`src/rtl/seg_pkg.sv`:
```
// seg_pkg: active-low seven-segment codes shared by the scan driver.
// Bit order is {g,f,e,d,c,b,a}; a 0 lights a segment.
package seg_pkg;

  typedef logic [6:0] seg_t;

  localparam seg_t SEG_0   = 7'b1000000;
  localparam seg_t SEG_1   = 7'b1111001;
  localparam seg_t SEG_2   = 7'b0100100;
  localparam seg_t SEG_3   = 7'b0110000;
  localparam seg_t SEG_4   = 7'b0011001;
  localparam seg_t SEG_5   = 7'b0010010;
  localparam seg_t SEG_6   = 7'b0000010;
  localparam seg_t SEG_7   = 7'b1111000;
  localparam seg_t SEG_8   = 7'b0000000;
  localparam seg_t SEG_9   = 7'b0010000;
  localparam seg_t SEG_A   = 7'b0001000;
  localparam seg_t SEG_B   = 7'b0000011;
  localparam seg_t SEG_C   = 7'b1000110;
  localparam seg_t SEG_D   = 7'b0100001;
  localparam seg_t SEG_E   = 7'b0000110;
  localparam seg_t SEG_F   = 7'b0001110;
  localparam seg_t SEG_OFF = 7'h7F;

endpackage

```
`src/rtl/seg_hex_decode.sv`:
```
// seg_hex_decode: 4-bit value to active-low gfedcba code.
// Purely combinational; full 0-F hex set.
module seg_hex_decode
  import seg_pkg::*;
(
  input  logic [3:0] val,
  output seg_t       code
);

  // Hex lookup
  always_comb begin
    code = SEG_OFF;
    unique case (val)
      4'h0: code = SEG_0;
      4'h1: code = SEG_1;
      4'h2: code = SEG_2;
      4'h3: code = SEG_3;
      4'h4: code = SEG_4;
      4'h5: code = SEG_5;
      4'h6: code = SEG_6;
      4'h7: code = SEG_7;
      4'h8: code = SEG_8;
      4'h9: code = SEG_9;
      4'hA: code = SEG_A;
      4'hB: code = SEG_B;
      4'hC: code = SEG_C;
      4'hD: code = SEG_D;
      4'hE: code = SEG_E;
      4'hF: code = SEG_F;
    endcase
  end

endmodule

```
`src/rtl/seg_scan_driver.sv`:
```
// seg_scan_driver: multiplexed common-anode 7-seg scanner.
// Optional per-digit blink when SEG_BLINK_EN is defined.
module seg_scan_driver
  import seg_pkg::*;
#(
  parameter int NUM_DIGITS   = 4,
  parameter int REFRESH_DIV  = 100000,
  parameter int BLINK_FRAMES = 64
) (
  input  logic                    clk,
  input  logic                    rst,
  input  logic [4*NUM_DIGITS-1:0] digits,
  input  logic [NUM_DIGITS-1:0]   dp_mask,
  input  logic [NUM_DIGITS-1:0]   blank_mask,
  input  logic [NUM_DIGITS-1:0]   blink_mask,
  output logic [6:0]              seg,
  output logic                    dp,
  output logic [NUM_DIGITS-1:0]   an
);

  localparam int PW = $clog2(REFRESH_DIV);
  localparam int IW = (NUM_DIGITS > 1) ? $clog2(NUM_DIGITS) : 1;
  localparam logic [PW-1:0] PRE_MAX = PW'(REFRESH_DIV - 1);
  localparam logic [IW-1:0] IDX_MAX = IW'(NUM_DIGITS - 1);

  logic [PW-1:0]         pre;
  logic [IW-1:0]         idx;
  logic [IW-1:0]         idx_nxt;
  logic                  tick;
  logic                  wrap;
  logic [3:0]            val_sel;
  logic                  dp_sel;
  logic                  blank_sel;
  logic                  blink_sel;
  logic [NUM_DIGITS-1:0] an_sel;
  logic                  dark;
  seg_t                  code;

  assign tick    = (pre == PRE_MAX);
  assign wrap    = (idx == IDX_MAX);
  assign idx_nxt = wrap ? '0 : idx + 1'b1;

  // Pick the inputs for the digit about to be shown
  always_comb begin
    val_sel   = '0;
    dp_sel    = 1'b0;
    blank_sel = 1'b0;
    blink_sel = 1'b0;
    an_sel    = '1;
    for (int k = 0; k < NUM_DIGITS; k++) begin
      if (idx_nxt == IW'(k)) begin
        val_sel   = digits[4*k +: 4];
        dp_sel    = dp_mask[k];
        blank_sel = blank_mask[k];
        blink_sel = blink_mask[k];
        an_sel[k] = 1'b0;
      end
    end
  end

  seg_hex_decode u_dec (
    .val  (val_sel),
    .code (code)
  );

`ifdef SEG_BLINK_EN
  localparam int FW = (BLINK_FRAMES > 1) ? $clog2(BLINK_FRAMES) : 1;
  localparam logic [FW-1:0] FRM_MAX = FW'(BLINK_FRAMES - 1);

  logic [FW-1:0] fcnt;
  logic          phase;

  // Frame counter; phase flips only at a frame boundary
  always_ff @(posedge clk) begin
    if (!rst) begin
      fcnt  <= '0;
      phase <= 1'b0;
    end else if (tick && wrap) begin
      if (fcnt == FRM_MAX) begin
        fcnt  <= '0;
        phase <= ~phase;
      end else begin
        fcnt <= fcnt + 1'b1;
      end
    end
  end

  assign dark = blank_sel | (phase & blink_sel);
`else
  logic unused_blink;

  assign unused_blink = blink_sel ^ (BLINK_FRAMES == 0);
  assign dark         = blank_sel;
`endif

  // Prescaler, scan index and output registers, all loaded on tick
  always_ff @(posedge clk) begin
    if (!rst) begin
      pre <= '0;
      idx <= IDX_MAX;
      an  <= '1;
      seg <= SEG_OFF;
      dp  <= 1'b1;
    end else begin
      pre <= tick ? '0 : pre + 1'b1;
      if (tick) begin
        idx <= idx_nxt;
        an  <= dark ? '1 : an_sel;
        seg <= dark ? SEG_OFF : code;
        dp  <= dark ? 1'b1 : ~dp_sel;
      end
    end
  end

endmodule

```
`config.mk`:
```
export PLATFORM = sky130hd
export DESIGN_NAME = seg_scan_driver
export DESIGN_NICKNAME = d
export VERILOG_FILES = /design/src/rtl/seg_pkg.sv /design/src/rtl/seg_hex_decode.sv /design/src/rtl/seg_scan_driver.sv
export SDC_FILE = /design/constraint.sdc
export NUM_CORES = 1
export LEC_CHECK = 0
export CAP_MARGIN = 10
export CORE_UTILIZATION = 53
export DETAILED_ROUTE_END_ITERATION = 10
export PLACE_DENSITY = 0.84
export REMOVE_ABC_BUFFERS = 1
export SYNTH_ARGS = -nofsm -noshare
export SYNTH_HDL_FRONTEND = slang
export SYNTH_SLANG_ARGS = --single-unit
```
`constraint.sdc`:
```
create_clock -name clk -period 7.25 [get_ports clk]
set_input_delay 1.8125 -clock clk [delete_from_list [all_inputs] [get_ports clk]]
set_output_delay 1.8125 -clock clk [all_outputs]
set_load 0.05 [all_outputs]
```
==> Yosys cells after proc, flatten, opt, wreduce, memory -nomap -nowiden <==
Memories as Yosys holds them, arrays and structs flattened.
Index checks and enable logic that the tools add are counted.
{ "classes": {"mux": 20, "bitwise": 2, "n_addsub": 2, "reduce_logical": 2, "n_eq_ne": 5} }
{ "op_table": {"columns": ["operator", "n"], "rows": [
  ["4-bit 2-to-1 mux", 5],
  ["17-bit by 1-bit adder with 17-bit output, second input constant", 1],
  ["17-bit == test, second input constant", 1],
  ["1-bit 2-to-1 mux", 13],
  ["7-bit 2-to-1 mux", 1],
  ["2-bit == test, second input constant", 3],
  ["2-bit by 1-bit adder with 2-bit output, second input constant", 1],
  ["2-bit by 1-bit == test with 1-bit output, second input constant", 1],
  ["2-bit logical NOT", 1],
  ["2-bit 2-to-1 mux", 1],
  ["1-bit NOT", 2],
  ["2-bit OR reduction", 1]
]} }
{ "totals": {"ff_bits": 31, "in_bits": 30, "memories": 1, "word_cells": 37, "out_inout_bits": 12, "romBits": 112} }
{ "memory_table": {"columns": ["memory", "depth", "width", "rd", "rd_clocked_by_memory_dff", "write_ports", "line", "source"], "rows": [
  ["(name not given)", 16, 7, 1, 0, 0, "seg_hex_decode.sv:13", "unique case (val)"]
]} }

==> Depth between registers and ports, before layout <==
Gate-level depths: netlist of run 1.
{ "depth": {"ltp_word": 9, "depth_mapped": 12} }

==> Modules after synthesis <==
A second synthesis of run 1 with hierarchy kept.
{ "unflattened": {"hier_cells": 198, "area_unflattened_um2": 1779.2} }
{ "by_module_without_submodules": {"columns": ["mod", "instances", "cells_each", "area_each_um2"], "rows": [
  ["seg_scan_driver", 1, 166, 1503.9],
  ["seg_hex_decode", 1, 32, 275.3]
]} }

==> Worst setup path after synthesis of run 1 <==
Ideal clock, no wire load.
{ "synth_timing": {"path_type": "input -> register", "startpoint": "input port digits[4]", "endpoint": "register seg[3]", "path_stages": 8, "t_required_ns": 7.124, "arrival_ns": 3.252, "setup_slack_ns": 3.871, "cell_sequence": "a221oi_1 or2_2 inv_1 ha_1 inv_1 o21ai_0 a2111oi_2 nor3_2"} }
{ "synth_between": {"elab_chain_cells": 5} }
{ "synth_rtl": {"columns": ["element", "line", "source"], "rows": [
  ["from (decl)", "seg_scan_driver.sv:12", "input logic [4*NUM_DIGITS-1:0] digits,"],
  ["4-bit 2-to-1 mux (3 in a row)", "seg_scan_driver.sv:51", "if (idx_nxt == IW'(k)) begin"],
  ["memory 16 x 7 bit", null, null],
  ["7-bit 2-to-1 mux", "seg_scan_driver.sv:109", "seg <= dark ? SEG_OFF : code;"],
  ["to (signal assigned)", "seg_scan_driver.sv:109", null],
  ["to (decl)", "seg_scan_driver.sv:16", "output logic [6:0] seg,"]
]} }
Every way passes these cells.
A chain may end at the register's enable or synchronous reset.

==> Worst setup path in the final report of run 1 <==
Same ends and word-level chain as after synthesis.

==> impl_metrics.yaml, run 1 <==
synth:
  synth_xor_area_frac: 0.0648
  synth_edf_count: 0
  ys.flop_type: "dfxtp_1"
  synth_compound_area_frac: 0.196
  syn-cell-area_sq_mm: 0.00176
  yosys.area_share.simple: 0.260
  synth_top_family_by_area: "simple AND/OR/NAND/NOR gates"
  ys_seq_area_frac: 0.353
  synth_area_per_cell_sq_um: 8.70
  synth_mux_area_frac: 0
  ys_types: 49
  synth_cells: 202
  synth-seq-cells: 31
  synth_fa_ha_area_frac: 0.0783
  ys_warn_count: 0
  synthArstFlopShare: 0
finish:
  final_core_util: 0.717
  final_common_cell: "clkdlybuf4s50_1"
  nNetsFinal: 281
  area_growth_pct: 26.5
  drive_gt1_frac: 0.0788
  antenna_cells: 0
  final_cell_mix: "clkdlybuf4s50_1 (37), dfxtp_1 (31), nor2_1 (30), inv_1 (12)"
grt:
  grt_busiest_layer: "met2"
  met3_usage: 0.0677
  grt_use_met1: 0.312
  met2_usage: 0.413
  grt_overflow_total: 0
  grt_pass1_wl_mm: 6.56
  grt_util_all_layers: 0.248
  antenna_found_initial: 0
  grt_max_degree: 31
  first_global_vias: 1507
hold_path:
  hp-class: "reg -> reg"
sta:
  period_needed_ns: 3.73
  rsz0062_at_grt: "no"
  timing.fmax_ghz: 0.268
  finClkSkew_ns: 0.0130
  tightest_slew_ns: 1.13
  maxSlewViolCount: 0
  tns_ns: 0
  slew_headroom: 0.249
  finalHoldViolCount: 0
  period_share: 0.515
  finalSetupViolations: 0
  setup_ws_ns: 3.52
clock_network:
  numCtsBuffers: 5
  tritoncts: "yes"
  root_buffer: "clkbuf_4"
  post_cts_resized: 0
  cts_setup_buffers: 0
  clk_pin_slew_ns: 0.10
  cts_sinks: 31
  h-tree-depth: 2
  cts_max_path_buffers: 2
  insertion_delay_ns: 0.34
  postCtsHoldBufs: 0
die:
  core_area_sq_mm: 0.00310
  fp-row-count: 20
  die_h_um: 59.6
  io_pins: 42
  fp.dieW_um: 59.6
  die-area_sq_mm: 0.00355
  start_util: 0.567
route:
  wl_mm: 3.91
  drtPass1Iterations: 4
  via_per_inst: 5.53
  ant_nets: 0
  drtIter0Drc: 78
  vias: 1575
  route.detailed.wl_per_inst_um: 13.7
  drt_drc_violations_left: 0
worst_setup_path:
  reg2reg_from: "idx[0]"
  critPathLaunchType: "input port"
  arrival_ns: 3.95
  cp_slowest_cell: "a221oi_1"
  cp.required_ns: 7.47
  path_common_cell: "inv_1"
  ff2ff_path_depth: 11
  cp_slowest_stage_delay_ns: 0.50
  r2r_setup_slack_ns: 4.37
  worstReg2RegEnd: "seg[3]"
  critPathKind: "in -> reg"
  worst-path-buf-inv: 3
  cp_top_family: "compound AO/OA/AOI/OAI gates"
  crit_path_end_kind: "flip-flop"
  endpoint: "seg[3]"
  path_max_fanout: 6
  crit_start: "digits[4]"
  crit_chain: "clkdlybuf4s50_1 -> a221oi_1 -> or2_2 -> inv_1 -> ha_1 -> inv_1 -> o21ai_0 -> a2111oi_2 -> nor3_2"
  cp.depth: 9
placed_design:
  dp_slack_ns: 3.24
  portBuffers: 37
  gp_routability_congestion: 0.854
  dp_hpwl_mm: 2.84
power:
  powerDensity_mw_per_mm2: 154
  vdd_ir_drop_max_v: 0.000133
  leakagePower_uw: 0.000837
  p_total_uw: 344
flow_run:
  cap_violations: 0
status:
  outcome: "completed"
[power breakdown]
| part | total (uW) | internal [uW] | switching [uW] |
|---|---|---|---|
| clock network | 136 | 72.5 | 63.5 |
| registers | 173 | 172 | 1.62 |
| logic | 34.4 | 18.9 | 15.5 |
[final cells by class]
cell class              instances  area, sq um
multi-input cells             153         1050
fillers                       262          878
flip-flops and latches         31          621
repair buffers                 37          370
well taps                      44         55.1
inverters                      12         45.0
clock inverters                 3         43.8
clock buffers                   5         37.5
[sequential cells by signal, summed over array words and instances, names as in the netlist]
| name | flops |
|---|---|
| pre | 17 |
| seg | 7 |
| idx | 2 |
| an | 4 |
| dp | 1 |
[cells by family after synthesis]
family	after synthesis
xor gates and xnor gates	13
buffers and inverters	18
DFF	31
adders and majority gates	11
and+or+nand+nor	82
AOI/OAI and AO/OA	47
[how the worst min path moves through the flow]
| stage | startpoint | end | slack [ns] | depth (start not counted) |
|---|---|---|---|---|
| after CTS | pre[0] | pre[0] | 0.47 | 1 |
| after floorplan | pre[0] | pre[0] | 0.43 | 1 |
| after detailed placement | pre[0] | pre[0] | 0.45 | 1 |
| after global routing | seg[6] | seg[6] | 0.51 | 2 |
| after global placement | pre[0] | pre[0] | 0.44 | 1 |
| final | pre[0] | pre[0] | 0.47 | 1 |
[cell usage after synthesis (2+ instances only)]
cell	count	area, sq um
nand2b_1	2	12.5
inv_1	12	45.0
buf_2	2	10.0
buf_4	2	15.0
xnor2_1	7	61.3
nor3_1	5	25.0
o21ai_0	5	25.0
nand2_1	6	22.5
xor2_1	6	52.6
a221oi_1	3	26.3
nor2_1	30	113
nand4_1	4	25.0
nor4_1	3	18.8
a221o_1	2	20.0
or3_1	3	18.8
nand4bb_1	2	22.5
a21oi_1	10	50.1
o22a_1	5	43.8
a211o_1	3	26.3
nand3_1	11	55.1
a2111oi_2	2	30.0
o22ai_1	3	18.8
a31oi_1	6	37.5
dfxtp_1	31	621
and4_1	2	17.5
ha_1	11	138
or2b_1	2	15.0
[layer usage]
| metal | vias up | share of wire | wire [um] |
|---|---|---|---|
| met5 | - | 0 | 0 |
| met3 | 5 | 0.047 | 183 |
| met4 | 0 | 0.012 | 48 |
| met2 | 40 | 0.47 | 1840 |
| li1 | 806 | - | - |
| met1 | 724 | 0.47 | 1840 |
[metrics by stage]
stage	cell area [sq um]	cells	hold WS (ns)
after floorplan	1720	196	0.426
after global placement	2140	277	0.438
after detailed placement	2140	277	0.448
after CTS	2220	285	0.473
after global routing	2220	285	0.508
final	2220	285	0.469
(Power assumes the default switching activity.)
==> inputs of run 2 (changes only) <==
--- a/config.mk
+++ b/config.mk
@@ -6,9 +6,9 @@
 export NUM_CORES = 1
 export LEC_CHECK = 0
 export CAP_MARGIN = 10
-export CORE_UTILIZATION = 53
+export CORE_UTILIZATION = 44
 export DETAILED_ROUTE_END_ITERATION = 10
-export PLACE_DENSITY = 0.84
+export PLACE_DENSITY = 0.75
 export REMOVE_ABC_BUFFERS = 1
 export SYNTH_ARGS = -nofsm -noshare
 export SYNTH_HDL_FRONTEND = slang
==> constraint.sdc (replaced) <==
create_clock -name clk -period 3 [get_ports clk]
set_input_delay 0.75 -clock clk [delete_from_list [all_inputs] [get_ports clk]]
set_output_delay 0.75 -clock clk [all_outputs]
set_load 0.05 [all_outputs]
==> run 2 against run 1 <==
Register-to-register slack worse by 4.1 ns. Sequential cell count stayed put. Clock-buffer cell count is 1 higher. Highest routed layer unchanged. Combinational power grew to 2.6 times the previous value. Clock skew is 0.0045 ns lower. Wire length is 2.0% higher. First-iteration DRC count is 14% higher. Core utilization is 10 points lower. Power grew to 2.7 times the previous value. Setup slack worse by 3.3 ns.
==> impl_metrics.yaml, run 2 (synthesized netlist as in run 1, its figures left out) <==
worst_setup_path:
  worst-path-buf-inv: 3
  arrival_ns: 2.90
  cp_top_family: "compound AO/OA/AOI/OAI gates"
  path_max_fanout: 6
  cp_slowest_stage_delay_ns: 0.46
  critPathKind: "reg -> reg"
  cp.required_ns: 3.17
  critPathLaunchType: "flip-flop"
  cp_slowest_cell: "a2111oi_2"
  crit_chain: "inv_1 -> ha_1 -> or2_4 -> a221oi_1 -> or2_2 -> inv_1 -> ha_1 -> inv_1 -> o21ai_0 -> a2111oi_2 -> nor3_2"
  path_common_cell: "inv_1"
  crit_path_end_kind: "flip-flop"
clock_network:
  root_buffer: "clkbuf_8"
  h-tree-depth: 2
  cts_setup_buffers: 0
  tritoncts: "yes"
  clk_pin_slew_ns: 0.07
  cts_sinks: 31
  post_cts_resized: 0
  postCtsHoldBufs: 0
  numCtsBuffers: 5
  insertion_delay_ns: 0.29
  cts_max_path_buffers: 2
die:
  die_h_um: 65.2
  fp.dieW_um: 65.2
  fp-row-count: 22
  die-area_sq_mm: 0.00425
  io_pins: 42
  core_area_sq_mm: 0.00374
  start_util: 0.470
finish:
  drive_gt1_frac: 0.101
  final_common_cell: "clkdlybuf4s50_1"
  nNetsFinal: 287
  antenna_cells: 0
  top_register: "pre"
  fin_cells: 295
  area_growth_pct: 31.5
  reg.largest.list: "pre (17), seg (7), an (4)"
  largest_reg_flops: 17
  final_cell_mix: "clkdlybuf4s50_1 (37), dfxtp_1 (31), nor2_1 (30), inv_1 (12)"
placed_design:
  portBuffers: 37
  gp_routability_congestion: 0.822
  placed_cells: 287
  dp_hpwl_mm: 2.89
sta:
  maxSlewViolCount: 0
  finalSetupViolations: 0
  whs_ns: 0.467
  timing.fmax_ghz: 0.366
  period_needed_ns: 2.73
  tns_ns: 0
  tightest_slew_ns: 0.521
  finClkSkew_ns: 0.00856
  period_share: 0.910
  finalHoldViolCount: 0
  slew_headroom: 0.653
  rsz0062_at_grt: "no"
flow_run:
  cap_violations: 0
power:
  leakagePower_uw: 0.000883
  powerDensity_mw_per_mm2: 404
  vdd_ir_drop_max_v: 0.000215
route:
  drt_drc_violations_left: 0
  drtIter0Drc: 89
  wl_mm: 3.98
  via_per_inst: 5.55
  route.detailed.wl_per_inst_um: 13.5
  vias: 1636
  drtPass1Iterations: 4
  ant_nets: 0
grt:
  antenna_found_initial: 0
  grt_max_degree: 17
  grt_busiest_layer: "met2"
  grt_overflow_total: 0
  first_global_vias: 1467
  grt_pass1_wl_mm: 6.61
  grt_use_met1: 0.269
  met2_usage: 0.312
  met3_usage: 0.0503
  grt_util_all_layers: 0.205
hold_path:
  hp-class: "reg -> reg"
status:
  outcome: "completed"
## run 2: per-layer routing
layer | vias to the layer above | routed length [um]
li1 | 819 | -
met1 | 761 | 1970
met2 | 47 | 1710
met3 | 9 | 218
met4 | 0 | 85
met5 | - | 0
## run 2: cell type report
| type | count | area, sq um |
|---|---|---|
| Fill cell | 345 | 1430 |
| Multi-Input combinational cell | 153 | 1050 |
| Sequential cell | 31 | 621 |
| Timing Repair Buffer | 43 | 415 |
| Clock buffer | 6 | 82.6 |
| Tap cell | 48 | 60.1 |
| Inverter | 12 | 45.0 |
| Clock inverter | 2 | 35.0 |
## run 2: stage by stage
step           area, sq um  utilization  power (uW)  worst slack [ns]
2_1_floorplan         1720            -         466             0.547
3_3_place_gp          2190        0.586         513             0.210
3_5_place_dp          2190        0.586         514             0.109
4_1_cts               2310        0.617         942             0.284
5_1_grt               2310        0.617         965            0.0839
6_report              2310        0.617         933             0.269
## run 2: final timing paths
check	slack, ns	startpoint	depth (start not counted)	end
worst max register to register	0.27	idx[1]	11	seg[3]
worst max-delay path	0.27	idx[1]	11	seg[3]
worst min-delay path	0.47	pre[0]	1	pre[0]
worst min register to register	0.47	pre[0]	1	pre[0]
## run 2: power by group
group / internal (uW) / total, uW / switching [uW]
Combinational: 49.3 / 88.1 / 38.9
Sequential: 415 / 419 / 3.75
Clock: 268 / 426 / 158
